File: src/rtl/dep_rule_loader_pkg.sv
// Shared types, widths and write-packing for the deparser rule-config loader.
// Feature macro DEP_RULE_LDR_INVALIDATE_EN is consumed by dep_rule_loader.
package dep_rule_loader_pkg;

   localparam int unsigned RULE_NUM          = 16;
   localparam int unsigned RULE_ID_W         = 6;
   localparam int unsigned TYPE_NUM          = 4;
   localparam int unsigned TYPE_WIDTH        = 16;
   localparam int unsigned TYPE_OFFSET_WIDTH = 8;
   localparam int unsigned KEY_FILED_NUM     = 8;
   localparam int unsigned KEY_OFFSET_WIDTH  = 5;
   localparam int unsigned HEAD_SHIFT_WIDTH  = 6;
   localparam int unsigned META_SHIFT_WIDTH  = 6;
   localparam int unsigned BUS_W             = 32;
   localparam int unsigned IDX_W             = 6;
   localparam int unsigned TYPE_IDX_W        = (TYPE_NUM > 1) ? $clog2(TYPE_NUM) : 1;
   localparam int unsigned KEY_IDX_W         = (KEY_FILED_NUM > 1) ? $clog2(KEY_FILED_NUM) : 1;
   localparam int unsigned SEQ_LEN           = 2 * TYPE_NUM + KEY_FILED_NUM + 3;

   localparam logic [2:0] SEL_RULE = 3'd0;
   localparam logic [2:0] SEL_TYPE = 3'd1;
   localparam logic [2:0] SEL_TOFF = 3'd2;
   localparam logic [2:0] SEL_KEY  = 3'd3;
   localparam logic [2:0] SEL_HEAD = 3'd4;
   localparam logic [2:0] SEL_META = 3'd5;

   typedef enum logic [2:0] {
      ST_IDLE, ST_TYPE, ST_TOFF, ST_KEY, ST_HEAD, ST_META, ST_COMMIT
   } state_t;

   typedef struct packed {
      logic [RULE_ID_W-1:0]                              rule_id;
      logic                                              rule_valid;
      logic [TYPE_NUM-1:0][TYPE_WIDTH-1:0]               type_data;
      logic [TYPE_NUM-1:0][TYPE_WIDTH-1:0]               type_mask;
      logic [TYPE_NUM-1:0][TYPE_OFFSET_WIDTH-1:0]        type_offset;
      logic [KEY_FILED_NUM-1:0]                          key_valid;
      logic [KEY_FILED_NUM-1:0][KEY_OFFSET_WIDTH-1:0]    key_offset;
      logic [KEY_FILED_NUM-1:0][KEY_OFFSET_WIDTH-1:0]    key_merge;
      logic [HEAD_SHIFT_WIDTH-1:0]                       head_shift;
      logic [META_SHIFT_WIDTH-1:0]                       meta_shift;
   } desc_t;

   typedef struct packed {
      logic             wren;
      logic [BUS_W-1:0] addr;
      logic [BUS_W-1:0] wdata;
   } wr_t;

   // Config write (strobe/addr/data) for a given phase and index; idle yields all zero.
   function automatic wr_t pack_write(input state_t st, input logic [IDX_W-1:0] idx,
                                      input desc_t d);
      wr_t                   w;
      logic [TYPE_IDX_W-1:0] ti;
      logic [KEY_IDX_W-1:0]  ki;
      w  = '0;
      ti = idx[TYPE_IDX_W-1:0];
      ki = idx[KEY_IDX_W-1:0];
      case (st)
         ST_TYPE: begin
            w.wren                      = 1'b1;
            w.addr[10:8]                = SEL_TYPE;
            w.addr[3:0]                 = idx[3:0];
            w.wdata[16 +: TYPE_WIDTH]   = d.type_data[ti];
            w.wdata[0 +: TYPE_WIDTH]    = d.type_mask[ti];
         end
         ST_TOFF: begin
            w.wren                          = 1'b1;
            w.addr[10:8]                    = SEL_TOFF;
            w.addr[3:0]                     = idx[3:0];
            w.wdata[0 +: TYPE_OFFSET_WIDTH] = d.type_offset[ti];
         end
         ST_KEY: begin
            w.wren                          = 1'b1;
            w.addr[10:8]                    = SEL_KEY;
            w.addr[5:0]                     = idx;
            w.wdata[16]                     = d.key_valid[ki];
            w.wdata[8 +: KEY_OFFSET_WIDTH]  = d.key_merge[ki];
            w.wdata[0 +: KEY_OFFSET_WIDTH]  = d.key_offset[ki];
         end
         ST_HEAD: begin
            w.wren                          = 1'b1;
            w.addr[10:8]                    = SEL_HEAD;
            w.wdata[0 +: HEAD_SHIFT_WIDTH]  = d.head_shift;
         end
         ST_META: begin
            w.wren                          = 1'b1;
            w.addr[10:8]                    = SEL_META;
            w.wdata[0 +: META_SHIFT_WIDTH]  = d.meta_shift;
         end
         ST_COMMIT: begin
            w.wren                   = 1'b1;
            w.addr[10:8]             = SEL_RULE;
            w.addr[0 +: RULE_ID_W]   = d.rule_id;
            w.wdata[0]               = d.rule_valid;
         end
         default: ;
      endcase
      return w;
   endfunction

endpackage

File: src/rtl/dep_rule_loader_if.sv
// Descriptor handshake plus deparser rule-config write bus of the rule loader.
interface dep_rule_loader_if;
   import dep_rule_loader_pkg::*;

   logic             desc_valid;
   logic             desc_ready;
   desc_t            desc;
   logic             rule_wren;
   logic [BUS_W-1:0] rule_wdata;
   logic [BUS_W-1:0] rule_addr;
   logic             busy;
   logic             done;

   modport master (
      output desc_valid, desc,
      input  desc_ready, rule_wren, rule_wdata, rule_addr, busy, done
   );

   modport slave (
      input  desc_valid, desc,
      output desc_ready, rule_wren, rule_wdata, rule_addr, busy, done
   );
endinterface

File: src/rtl/dep_rule_loader.sv
// Serializes one rule descriptor into 32b deparser config writes, commit write last.
// DEP_RULE_LDR_INVALIDATE_EN: ruleValid=0 descriptors issue only the commit write.
module dep_rule_loader
   import dep_rule_loader_pkg::*;
(
   input logic               i_clk,
   input logic               i_rst_n,
   dep_rule_loader_if.slave  bus
);

   state_t           state;
   state_t           nxt_state;
   logic [IDX_W-1:0] idx;
   logic [IDX_W-1:0] nxt_idx;
   desc_t            shadow;
   desc_t            src;
   wr_t              wr;
   logic             accept;

   assign accept = bus.desc_valid & bus.desc_ready;

   // Phase sequencing; the index restarts at zero on every phase change.
   always_comb begin
      nxt_state = state;
      nxt_idx   = '0;
      case (state)
         ST_IDLE: begin
            if (accept) begin
`ifdef DEP_RULE_LDR_INVALIDATE_EN
               nxt_state = bus.desc.rule_valid ? ST_TYPE : ST_COMMIT;
`else
               nxt_state = ST_TYPE;
`endif
            end
         end
         ST_TYPE: begin
            if (idx == IDX_W'(TYPE_NUM - 1)) nxt_state = ST_TOFF;
            else                              nxt_idx   = idx + IDX_W'(1);
         end
         ST_TOFF: begin
            if (idx == IDX_W'(TYPE_NUM - 1)) nxt_state = ST_KEY;
            else                              nxt_idx   = idx + IDX_W'(1);
         end
         ST_KEY: begin
            if (idx == IDX_W'(KEY_FILED_NUM - 1)) nxt_state = ST_HEAD;
            else                                   nxt_idx   = idx + IDX_W'(1);
         end
         ST_HEAD:   nxt_state = ST_META;
         ST_META:   nxt_state = ST_COMMIT;
         ST_COMMIT: nxt_state = ST_IDLE;
         default:   nxt_state = ST_IDLE;
      endcase
   end

   // The first write is built straight from the bus so it lands the cycle after accept.
   assign src = (state == ST_IDLE) ? bus.desc : shadow;
   assign wr  = pack_write(nxt_state, nxt_idx, src);

   always_ff @(posedge i_clk or negedge i_rst_n) begin
      if (!i_rst_n) begin
         state          <= ST_IDLE;
         idx            <= '0;
         shadow         <= '0;
         bus.rule_wren  <= 1'b0;
         bus.rule_addr  <= '0;
         bus.rule_wdata <= '0;
         bus.busy       <= 1'b0;
         bus.done       <= 1'b0;
         bus.desc_ready <= 1'b1;
      end else begin
         state          <= nxt_state;
         idx            <= nxt_idx;
         if (accept) shadow <= bus.desc;
         bus.rule_wren  <= wr.wren;
         bus.rule_addr  <= wr.addr;
         bus.rule_wdata <= wr.wdata;
         bus.busy       <= (nxt_state != ST_IDLE);
         bus.done       <= (state == ST_COMMIT);
         bus.desc_ready <= (nxt_state == ST_IDLE);
      end
   end

endmodule
File: src/flat_wrapper.sv
// flat-port wrapper written by rule: the top's interface ports become plain ports
module dep_rule_loader_flat import dep_rule_loader_pkg::*;
  (i_clk, i_rst_n, bus_desc_valid, bus_desc, bus_desc_ready, bus_rule_wren, bus_rule_wdata, bus_rule_addr, bus_busy, bus_done);
  dep_rule_loader_if bus_i ();
  input logic i_clk;
  input logic i_rst_n;
  input wire logic [$bits(bus_i.desc_valid)-1:0] bus_desc_valid;
  input wire logic [$bits(bus_i.desc)-1:0] bus_desc;
  output wire logic [$bits(bus_i.desc_ready)-1:0] bus_desc_ready;
  output wire logic [$bits(bus_i.rule_wren)-1:0] bus_rule_wren;
  output wire logic [$bits(bus_i.rule_wdata)-1:0] bus_rule_wdata;
  output wire logic [$bits(bus_i.rule_addr)-1:0] bus_rule_addr;
  output wire logic [$bits(bus_i.busy)-1:0] bus_busy;
  output wire logic [$bits(bus_i.done)-1:0] bus_done;
  assign bus_i.desc_valid = bus_desc_valid;
  assign bus_i.desc = bus_desc;
  assign bus_desc_ready = bus_i.desc_ready;
  assign bus_rule_wren = bus_i.rule_wren;
  assign bus_rule_wdata = bus_i.rule_wdata;
  assign bus_rule_addr = bus_i.rule_addr;
  assign bus_busy = bus_i.busy;
  assign bus_done = bus_i.done;
  dep_rule_loader u_core (.i_clk(i_clk), .i_rst_n(i_rst_n), .bus(bus_i));
endmodule
File: config.mk
export PLATFORM = sky130hd
export DESIGN_NAME = dep_rule_loader_flat
export DESIGN_NICKNAME = d
export VERILOG_FILES = /design/src/rtl/dep_rule_loader_pkg.sv /design/src/rtl/dep_rule_loader_if.sv /design/src/rtl/dep_rule_loader.sv /design/src/flat_wrapper.sv
export SDC_FILE = /design/constraint.sdc
export NUM_CORES = 1
export LEC_CHECK = 0
export CORE_UTILIZATION = 55
export CTS_BUF_LIST = sky130_fd_sc_hd__clkbuf_8
export CTS_CLUSTER_SIZE = 14
export DETAILED_ROUTE_END_ITERATION = 6
export HOLD_SLACK_MARGIN = 0.15
export PLACE_DENSITY = 0.87
export SLEW_MARGIN = 40
export SYNTH_ARGS = -nofsm -noshare
export SYNTH_HDL_FRONTEND = slang
export SYNTH_SLANG_ARGS = --single-unit
File: constraint.sdc
create_clock -name i_clk -period 5.4 [get_ports i_clk]
set_clock_uncertainty 0.1 [all_clocks]
set_input_delay 0.54 -clock i_clk [delete_from_list [all_inputs] [get_ports i_clk]]
set_output_delay 0.54 -clock i_clk [all_outputs]
set_load 0.05 [all_outputs]
==> metrics.md, run 1 <==
| Metric | Value |
|---|---|
| Post-synthesis cell count | 1161 |
| Vias in the first global route | 11369 |
| CTS max path bufs | 3 |
| Tot GR Track Use | 30.5% |
| Area growth syn-to-layout | 30.2% |
| Pwr dens | 602 nW/um^2 |
| Multi-input gate area | 6150 um^2 |
| Reg clk slew, reported paths | 0.06 ns |
| Chip width | 165 um |
| Seq cells post-synth | 321 |
| Sw Ratio | 39.2% |
| Maximum VDD drop | 0.000422 V |
| FFs w/ async S/R, synth | 100% |
| R2R Path Start | u_core.state[0] |
| Via count | 10908 |
| Largest net degree at the start of global routing | 151 |
| Avg WL per Cell | 22.3 um |
| Endpoints failing setup | 0 |
| Fin. max-slew vios | 0 |
| Comb pwr share | 44.2% |
| Outcome | completed |
| Register area | 8030 um^2 |
| Non-Filler Instances | 1839 |
| Hold Path Class | primary input to async pin |
| Pleak | 8.03 nW |
| H-tree Lvls | 2 |
| Cell Int Power | 6.96 mW |
| Top cell type's share of synthesized area | 54.8% |
| Antenna violations before repair | 3 |
| Wirelength, routed | 41.0 mm |
| GRT overflow | 0 |
| Die area | 27200 um^2 |
| Commonest cells in the synthesized netlist | dfrtp_1, mux2_2, clkbuf_1 |
| Die Ht | 165 um |
| Hpwl dp | 28.2 mm |
| Clock buffer count from CTS | 52 |
| DRC | 0 |
| Min setup slack post-route | 1.18 ns |
| CTS tree | yes |
| Nets | 1735 |
| Pre-CTS WS | 1.34 ns |
| Net load switching power | 4.49 mW |
| Max-cap violations | 0 |
| Crit. End Element | flip-flop |
| Post-CTS Setup Inserts | 0 |
| Post-synthesis cell area | 14600 um^2 |
| Setup tns final | 0 ns |
| Reg2reg setup slack | 1.18 ns |
| WHS | 0.353 ns |
| Cts hold-fix bufs | 1 |
| CP max FO | 44 |
| Clock latency on the worst-skew pair | 0.58 ns |
| Initial DRC Count | 885 |
| Post-route ant nets | 0 |
| Fill cell count | 1792 |
| Synth area leaders | dfrtp_1, mux2_2, mux2i_1 |
| First-pass GRT wire length | 62.5 mm |
| R2r endpoint | u_core.bus.rule_wdata[3] |
| CP startpoint | u_core.state[0] |
| Clk sinks | 321 |
| WP data arrival | 4.56 ns |
| CP Capture Point | u_core.bus.rule_wdata[3] |
| Distinct cell type count after synthesis | 73 |
| Tcrit/Tclk final | 78.1% |
| Max-Slew Margin vs Limit | 44.0% |
| Number of I/O pins | 338 |
| RSZ-0062 raised after global routing | false |
| Clock network fraction of design power | 18.0% |
| RD Place Congestion | 0.916 |
| Critical Path Start Type | flip-flop |
| Post_cts resized | 0 |
| Flop pwr share | 37.8% |
| Seq/Total Area, Yosys | 55.0% |
| Port buffer count | 314 |
| Count leader, synth | dfrtp_1 |
| FMAX | 237 MHz |
| Fraction of layout cells with a size suffix above 1 | 25.5% |
| Yosys Warn Count | 0 |
| Synth Flop Type | dfrtp_1 |
| Clock Tree Root | clkbuf_8 |
| Vias/cell | 5.93 |
| Syn Area/Cell | 12.6 um^2 |
| WP data required | 5.75 ns |
| Period minus WS final | 4.22 ns |
| Kind of critical path | flip-flop to flip-flop |
| Detailed Routing Iterations Pass 1 | 5 |
| Starting density of the core | 56.1% |
| Worst-margin pin slew | 0.841 ns |
| Register-to-Register Path Depth | 8 |
| # rows | 59 |
| Post-synth top area cell | dfrtp_1 |
| Core box area | 26100 um^2 |
| Placed cell count | 1743 |
| Total Power | 11.5 mW |
| EDFF count, synth | 0 |
| Hold Fails Final Rpt | 0 |
[cells in the final DEF (no fill, tap or decap), types with 23 or more instances in the layout]
cell type        synthesis  routed
inv_1                    7      30
o21ai_0                 47      47
clkdlybuf4s50_1          0     313
dfrtp_1                320     320
a211oi_1                46      46
conb_1                   1      23
nor2_1                  31      31
nand2_1                 56      55
nand3_1                 37      37
mux2_2                 273     273
mux2i_1                 43      43
a21oi_1                 40      40
clkbuf_8                 0      64
[state kept, by name, indices dropped and copies added (netlist names)]
signal / cells
u_core.bus.busy: 1
u_core.bus.desc_ready: 1
u_core.idx: 6
u_core.bus.rule_addr: 9
u_core.bus.done: 1
u_core.shadow: 267
u_core.state: 3
u_core.bus.rule_wdata: 32
u_core.bus.rule_wren: 1
[critical path, stage by stage (launching register included)]
cell and delay [ns]:
dfrtp_1 0.66, nor2_1 0.54, nor3_2 0.07, buf_4 0.28
nand2_4 0.25, clkinv_2 0.68, o311ai_1 0.62, o2111ai_1 0.28
or4b_1 0.58
[power by group through the flow]
stage / Combinational, mW / Clock (mW) / Sequential (mW)
floorplan: 3.38 / 0 / 4.34
global placement: 4.83 / 0 / 4.28
detailed placement: 5.01 / 0 / 4.32
CTS: 5.04 / 2.10 / 4.30
global route: 5.43 / 2.19 / 4.42
finish: 5.06 / 2.06 / 4.33
[through the flow]
stage / util, % / instance area [um^2]
after CTS: 72.8 / 19000
after floorplan: - / 14700
after detailed placement: 68.9 / 18000
final: 73.0 / 19000
after global routing: 73.0 / 19000
after global placement: 68.7 / 17900
[worst min path at each step]
stage | from | end | slack, ns | cells past startpoint
floorplan | i_rst_n | u_core.bus.busy | 0.14 | 0
global placement | u_core.shadow[264] | u_core.bus.rule_addr[3] | 0.36 | 1
detailed placement | i_rst_n | u_core.shadow[149] | 0.35 | 1
CTS | i_rst_n | u_core.shadow[149] | 0.34 | 2
global route | i_rst_n | u_core.shadow[117] | 0.38 | 2
finish | i_rst_n | u_core.bus.rule_addr[1] | 0.35 | 2
[cell type report]
type / count / area share [%]
clock buffer: 64 / 4.63
multi-input combinational: 748 / 32.4
clock inverter: 28 / 0.737
tap: 335 / 2.20
inverter: 10 / 0.217
sequential: 321 / 42.2
antenna: 2 / 0.0263
timing repair buffer: 331 / 17.6
[cell families (layout without fill, tap and decap cells)]
kind of cell    count (synthesis)  in the layout  share of synthesized area (%)
fa+ha+maj                       1              1                         0.0856
compound gates                223            223                           10.4
flops                         321            321                           55.0
mux                           320            320                           24.5
simple gates                  177            177                           5.98
other cells                     1             25                         0.0257
buf+inv                       114            433                           3.75
xor+xnor                        4              4                          0.240
[metal layers]
metal	share of wire (%)	vias to the layer above	GRT usage (%)	wire length, um
li1	-	4834	-	-
met1	39	5455	38.2	15900
met2	49	525	50.2	20000
met3	9.2	94	8.44	3760
met4	3.3	0	11.9	1370
met5	0	-	0	0
No activity file was read; power rests on OpenSTA's default activity.
==> run 2: changes to the inputs <==
--- a/config.mk
+++ b/config.mk
@@ -5,12 +5,12 @@
 export SDC_FILE = /design/constraint.sdc
 export NUM_CORES = 1
 export LEC_CHECK = 0
-export CORE_UTILIZATION = 55
+export CORE_UTILIZATION = 47
 export CTS_BUF_LIST = sky130_fd_sc_hd__clkbuf_8
 export CTS_CLUSTER_SIZE = 14
 export DETAILED_ROUTE_END_ITERATION = 6
 export HOLD_SLACK_MARGIN = 0.15
-export PLACE_DENSITY = 0.87
+export PLACE_DENSITY = 0.79
 export SLEW_MARGIN = 40
 export SYNTH_ARGS = -nofsm -noshare
 export SYNTH_HDL_FRONTEND = slang
==> constraint.sdc (replaced) <==
create_clock -name i_clk -period 3.7 [get_ports i_clk]
set_clock_uncertainty 0.1 [all_clocks]
set_input_delay 0.37 -clock i_clk [delete_from_list [all_inputs] [get_ports i_clk]]
set_output_delay 0.37 -clock i_clk [all_outputs]
set_load 0.05 [all_outputs]
==> run 2 against run 1 <==
  * Via count rose by 1.1%
  * First-iteration DRC count fell by 0.79%
  * Cell count rose by 4.5%
  * Critical path depth fell by 1
==> metrics.md, run 2 (synthesis results as in run 1) <==
| Metric | Value |
|---|---|
| R2R Path Start | u_core.state[1] |
| Period minus WS final | 3.22 ns |
| Setup tns final | 0 ns |
| Detailed Routing Iterations Pass 1 | 5 |
| Endpoints failing setup | 0 |
| Wirelength, routed | 41.5 mm |
| Max-cap violations | 0 |
| Top reg by flops | u_core.shadow |
| Tot GR Track Use | 26.3% |
| Reg clk slew, reported paths | 0.07 ns |
| Hold Fails Final Rpt | 0 |
| Port buffer count | 314 |
| Starting density of the core | 47.8% |
| Clock Tree Root | clkbuf_8 |
| Post-route ant nets | 0 |
| # rows | 64 |
| Crit. End Element | flip-flop |
| Commonest non-fill, non-tap cell in the layout | dfrtp_1 |
| CP top delay family | compound AO/OA/AOI/OAI gates |
| Core box area | 30600 um^2 |
| Tcrit/Tclk final | 87.1% |
| Kind of critical path | flip-flop to flip-flop |
| WP data required | 4.01 ns |
| Antenna violations before repair | 6 |
| Worst-margin pin slew | 0.732 ns |
| Vias/cell | 5.74 |
| Bufs and invs on worst path | 1 |
| RD Place Congestion | 0.936 |
| Pleak | 8.15 nW |
| Vias in the first global route | 11405 |
| Placed cell count | 1821 |
| Die area | 31800 um^2 |
| Min-Delay Startpoint | bus_desc[224] |
| WP depth | 7 |
| Fraction of layout cells with a size suffix above 1 | 26.9% |
| CTS tree | yes |
| FMAX | 310 MHz |
| Total Power | 17.0 mW |
| Via count | 11025 |
| Pwr dens | 877 nW/um^2 |
| Maximum VDD drop | 0.000517 V |
| Max-Slew Margin vs Limit | 51.2% |
| Chip width | 178 um |
| WHS Path Cells | 2 |
| Critical Path Start Type | flip-flop |
| RSZ-0062 raised after global routing | false |
| Slowest stage cell, crit path | dfrtp_1 |
| Commonest non-fill, non-tap cells in the layout | dfrtp_1, clkdlybuf4s50_1, mux2_2, clkbuf_8, nand2_1 |
| Design area | 19300 um^2 |
| Fin. max-slew vios | 0 |
| Nets | 1753 |
| Post-CTS Setup Inserts | 0 |
| Crit path cell chain | a21oi_1, o21ai_4, nand2_4, inv_4, mux2_1, a2111oi_0, nand4_1 |
| Largest stage delay on the critical path | 0.70 ns |
| Outcome | completed |
| Area growth syn-to-layout | 32.4% |
| Clk sinks | 321 |
| CP max FO | 28 |
| Max FFs per register | 267 |
| Clock buffer count from CTS | 54 |
| R2r endpoint | u_core.bus.rule_wdata[0] |
| Initial DRC Count | 878 |
| H-tree Lvls | 2 |
| Largest net degree at the start of global routing | 99 |
| Non-Filler Instances | 1922 |
| WHS | 0.289 ns |
| Avg WL per Cell | 21.6 um |
| First-pass GRT wire length | 63.5 mm |
| Reg2reg setup slack | 0.48 ns |
| Hold Path Class | primary input to flip-flop |
| WP data arrival | 3.54 ns |
| Min-Delay Endpoint | u_core.shadow[224] |
| Clock latency on the worst-skew pair | 0.58 ns |
| DRC | 0 |
| Biggest regs | u_core.shadow: 267 flops, u_core.bus.rule_wdata: 32 flops, u_core.bus.rule_addr: 9 flops |
| Register-to-Register Path Depth | 7 |
| Number of I/O pins | 338 |
| Placed cell areas | 18200 um^2 |
| Die Ht | 178 um |
| GRT overflow | 0 |
| Hpwl dp | 29.1 mm |
| CTS max path bufs | 3 |
==> run 2: cell count changes in the layout (fill, tap and decap cells not counted), sizes merged <==
cell / before / now
clkbuf: 64 / 70
inv: 32 / 26
diode: 2 / 4
buf: 17 / 33
clkinv: 5 / 8
clkinvlp: 0 / 1
==> run 2: worst max-delay path by stage <==
stage / from / end / slack, ns
CTS: u_core.idx[0] / u_core.bus.rule_wdata[2] / 0.59
floorplan: u_core.idx[0] / u_core.bus.rule_wdata[4] / 0.98
detailed placement: u_core.idx[0] / u_core.bus.rule_wdata[2] / 0.59
finish: u_core.state[1] / u_core.bus.rule_wdata[0] / 0.48
global route: u_core.state[1] / u_core.bus.rule_wdata[11] / 0.34
global placement: u_core.idx[0] / u_core.bus.rule_wdata[2] / 0.72
==> run 2: per-stage QoR <==
| stage | setup WS [ns] | util (%) |
|---|---|---|
| 2_1_floorplan | 0.979 | - |
| 5_1_grt | 0.336 | 63.2 |
| 3_3_place_gp | 0.719 | 59.5 |
| 4_1_cts | 0.592 | 63.2 |
| 3_5_place_dp | 0.590 | 59.5 |
| 6_report | 0.477 | 63.2 |
==> run 2: what timing repair did <==
| item | 4_1_cts | 5_1_grt |
|---|---|---|
| gates resized for setup | 0 | 0 |
| setup endpoints to repair | 0 | 0 |
| hold buffers | 1 | 0 |
| hold endpoints to repair | 94 | 0 |
==> run 2: worst reg2reg max path: cells and delay by family (launching register included) <==
family,cells,cell delay [ns]
AOI/OAI and AO/OA,3,1.15
buffers and inverters,1,0.38
DFF,1,0.70
muxes,1,0.37
and+or+nand+nor,2,0.37
==> run 2: cell type report <==
cell class / count / area, um^2
antenna: 4 / 10.0
clock buffer: 70 / 963
clock inverter: 26 / 136
fill: 2373 / 11300
inverter: 10 / 40.0
multi-input combinational: 748 / 6150
sequential: 321 / 8030
tap: 396 / 495
timing repair buffer: 347 / 3510
==> run 2: metal layers <==
| metal | vias up | routed length (um) | GRT usage [%] |
|---|---|---|---|
| met4 | 2 | 1340 | 10.6 |
| met3 | 93 | 3680 | 7.12 |
| li1 | 4863 | - | - |
| met2 | 493 | 19700 | 42.1 |
| met5 | - | 13 | 0 |
| met1 | 5574 | 16800 | 33.9 |
==> run 2: where the power goes <==
| part | switching, mW | total [mW] | leakage (nW) | internal (mW) |
|---|---|---|---|---|
| combinational | 4.13 | 7.56 | 3.69 | 3.43 |
| clock | 1.41 | 3.16 | 0.636 | 1.75 |
| sequential | 1.01 | 6.24 | 3.83 | 5.23 |
| total | 6.55 | 17.0 | 8.15 | 10.4 |
==> run 3: changes to the inputs <==
--- a/config.mk
+++ b/config.mk
@@ -5,12 +5,13 @@
 export SDC_FILE = /design/constraint.sdc
 export NUM_CORES = 1
 export LEC_CHECK = 0
-export CORE_UTILIZATION = 47
+export CORE_UTILIZATION = 45
 export CTS_BUF_LIST = sky130_fd_sc_hd__clkbuf_8
 export CTS_CLUSTER_SIZE = 14
 export DETAILED_ROUTE_END_ITERATION = 6
 export HOLD_SLACK_MARGIN = 0.15
-export PLACE_DENSITY = 0.79
+export PLACE_DENSITY = 0.76
+export RECOVER_POWER = 50
 export SLEW_MARGIN = 40
 export SYNTH_ARGS = -nofsm -noshare
 export SYNTH_HDL_FRONTEND = slang
==> run 3 against run 2 <==
  * The run now ends with max-capacitance violations, max-slew violations left
  * Critical endpoint is now u_core.bus.rule_wdata[2]
  * Largest cell class unchanged
  * Global-route usage down 1.1 points
  * Fmax increased by 0.72%
  * Clock power fell by 7.3%
  * Power down 1.4%
  * Worst setup slack improved by 0.023 ns
  * Core utilization decreased by 2.6 points
==> metrics.md, run 3 (synthesis results as in run 1) <==
| Metric | Value |
|---|---|
| Avg WL per Cell | 21.6 um |
| Nets | 1753 |
| Area growth syn-to-layout | 31.6% |
| Fraction of layout cells with a size suffix above 1 | 26.2% |
| Clock Tree Root | clkbuf_8 |
| Critical Path Start Type | flip-flop |
| WP data arrival | 3.54 ns |
| FMAX | 312 MHz |
| Pleak | 8.10 nW |
| Failing checks | max-capacitance violations, max-slew violations |
| Clock buffer count from CTS | 54 |
| WP data required | 4.04 ns |
| Vias in the first global route | 11368 |
| DRC | 0 |
| Setup tns final | 0 ns |
| Crit path cell chain | ha_1, nor4b_4, o21ai_4, nand2_4, inv_4, o311ai_0, o2111ai_1, or4b_1 |
| Commonest non-fill, non-tap cell in the layout | dfrtp_1 |
| Hold Fails Final Rpt | 0 |
| Placed cell areas | 18200 um^2 |
| CTS tree | yes |
| Die area | 33200 um^2 |
| Tot GR Track Use | 25.2% |
| Tcrit/Tclk final | 86.5% |
| Outcome | finished with violations |
| H-tree Lvls | 2 |
| Max-cap violations | 2 |
| CTS max path bufs | 3 |
| # rows | 65 |
| Largest net degree at the start of global routing | 77 |
| Hpwl dp | 29.5 mm |
| Port buffer count | 314 |
| Max-Slew Margin vs Limit | -22.3% |
| Largest stage delay on the critical path | 0.54 ns |
| Via count | 10877 |
| Biggest regs | u_core.shadow: 267 flops, u_core.bus.rule_wdata: 32 flops, u_core.bus.rule_addr: 9 flops |
| Crit. End Element | flip-flop |
| Max FFs per register | 267 |
| Maximum VDD drop | 0.000435 V |
| RD Place Congestion | 0.932 |
| Worst-margin pin slew | 1.83 ns |
| Initial DRC Count | 885 |
| Commonest non-fill, non-tap cells in the layout | dfrtp_1, clkdlybuf4s50_1, mux2_2, clkbuf_8, nand2_1 |
| Die Ht | 182 um |
| Post-CTS Setup Inserts | 0 |
| Design area | 19200 um^2 |
| Antenna violations before repair | 7 |
| Kind of critical path | flip-flop to flip-flop |
| Chip width | 182 um |
| Detailed Routing Iterations Pass 1 | 5 |
| Pwr dens | 870 nW/um^2 |
| RSZ-0062 raised after global routing | false |
| Min setup slack post-route | 0.500 ns |
| CP max FO | 28 |
| Clock latency on the worst-skew pair | 0.58 ns |
| Period minus WS final | 3.20 ns |
| Reg clk slew, reported paths | 0.06 ns |
| Hold Path Class | primary input to flip-flop |
| Vias/cell | 5.64 |
| Pre-CTS WS | 0.550 ns |
| Core box area | 31700 um^2 |
| Starting density of the core | 46.1% |
| CP top delay family | simple AND/OR/NAND/NOR gates |
| First-pass GRT wire length | 64.6 mm |
| Fin. max-slew vios | 74 |
| Post-route ant nets | 0 |
| Number of I/O pins | 338 |
| Endpoints failing setup | 0 |
| Wirelength, routed | 41.8 mm |
| Slowest stage cell, crit path | or4b_1 |
| Clk sinks | 321 |
| Top reg by flops | u_core.shadow |
| Bufs and invs on worst path | 1 |
| GRT overflow | 0 |
[run 3: changes by cell type in the layout (fill, tap and decap cells not counted), moves of 2 or more]
| cell | before | now |
|---|---|---|
| diode_2 | 4 | 7 |
| clkbuf_8 | 70 | 64 |
| clkbuf_2 | 0 | 4 |
| clkbuf_4 | 0 | 2 |
| clkinv_2 | 7 | 2 |
| buf_4 | 23 | 19 |
| inv_1 | 24 | 32 |
[run 3: through the flow]
| stage | util [%] | hold WS [ns] | std cells | power [mW] |
|---|---|---|---|---|
| finish | 60.6 | 0.295 | 1929 | 16.7 |
| global route | 60.6 | 0.270 | 1928 | 17.7 |
| CTS | 60.7 | 0.245 | 1922 | 16.8 |
| detailed placement | 57.5 | 0.274 | 1827 | 13.8 |
| global placement | 57.5 | 0.269 | 1827 | 13.5 |
| floorplan | - | -0.0256 | 1183 | 11.3 |
[run 3: area by class of cell]
cell class | count | area (um^2)
clock buffer | 64 | 881
fill | 2536 | 12500
antenna | 7 | 17.5
clock inverter | 30 | 128
tap | 402 | 503
multi-input combinational | 748 | 6140
sequential | 321 | 8030
inverter | 10 | 40.0
timing repair buffer | 347 | 3480
[run 3: layer usage]
metal | share of wire (%) | GRT usage (%) | wire length, um
met1 | 41 | 32.5 | 17000
met2 | 48 | 40.7 | 19900
met3 | 8.8 | 6.88 | 3690
met4 | 2.8 | 9.38 | 1160
met5 | 0 | 0 | 0
[run 3: worst paths after layout]
kind	startpoint	endpoint	slack, ns	depth (start not counted)
min in group asynchronous	i_rst_n	u_core.bus.rule_addr[0]	0.72	2
max in group asynchronous	i_rst_n	u_core.shadow[84]	0.74	3
hold reg to reg	u_core.shadow[263]	u_core.bus.rule_addr[2]	0.38	1
setup / recovery	u_core.idx[0]	u_core.bus.rule_wdata[2]	0.50	8
hold / removal	bus_desc[159]	u_core.shadow[159]	0.29	2
setup reg to reg	u_core.idx[0]	u_core.bus.rule_wdata[2]	0.50	8
[run 3: repair_timing]
action | CTS | global route
hold buffers | 1 | 0
gates resized for setup | 0 | 0
hold endpoints to repair | 67 | 0
endpoints found under the setup margin | 0 | 0
[run 3: power by group]
part | switching (mW) | internal, mW | total [mW]
logic | 4.12 | 3.44 | 7.56
registers | 0.994 | 5.23 | 6.23
clock network | 1.38 | 1.55 | 2.93
total | 6.49 | 10.2 | 16.7
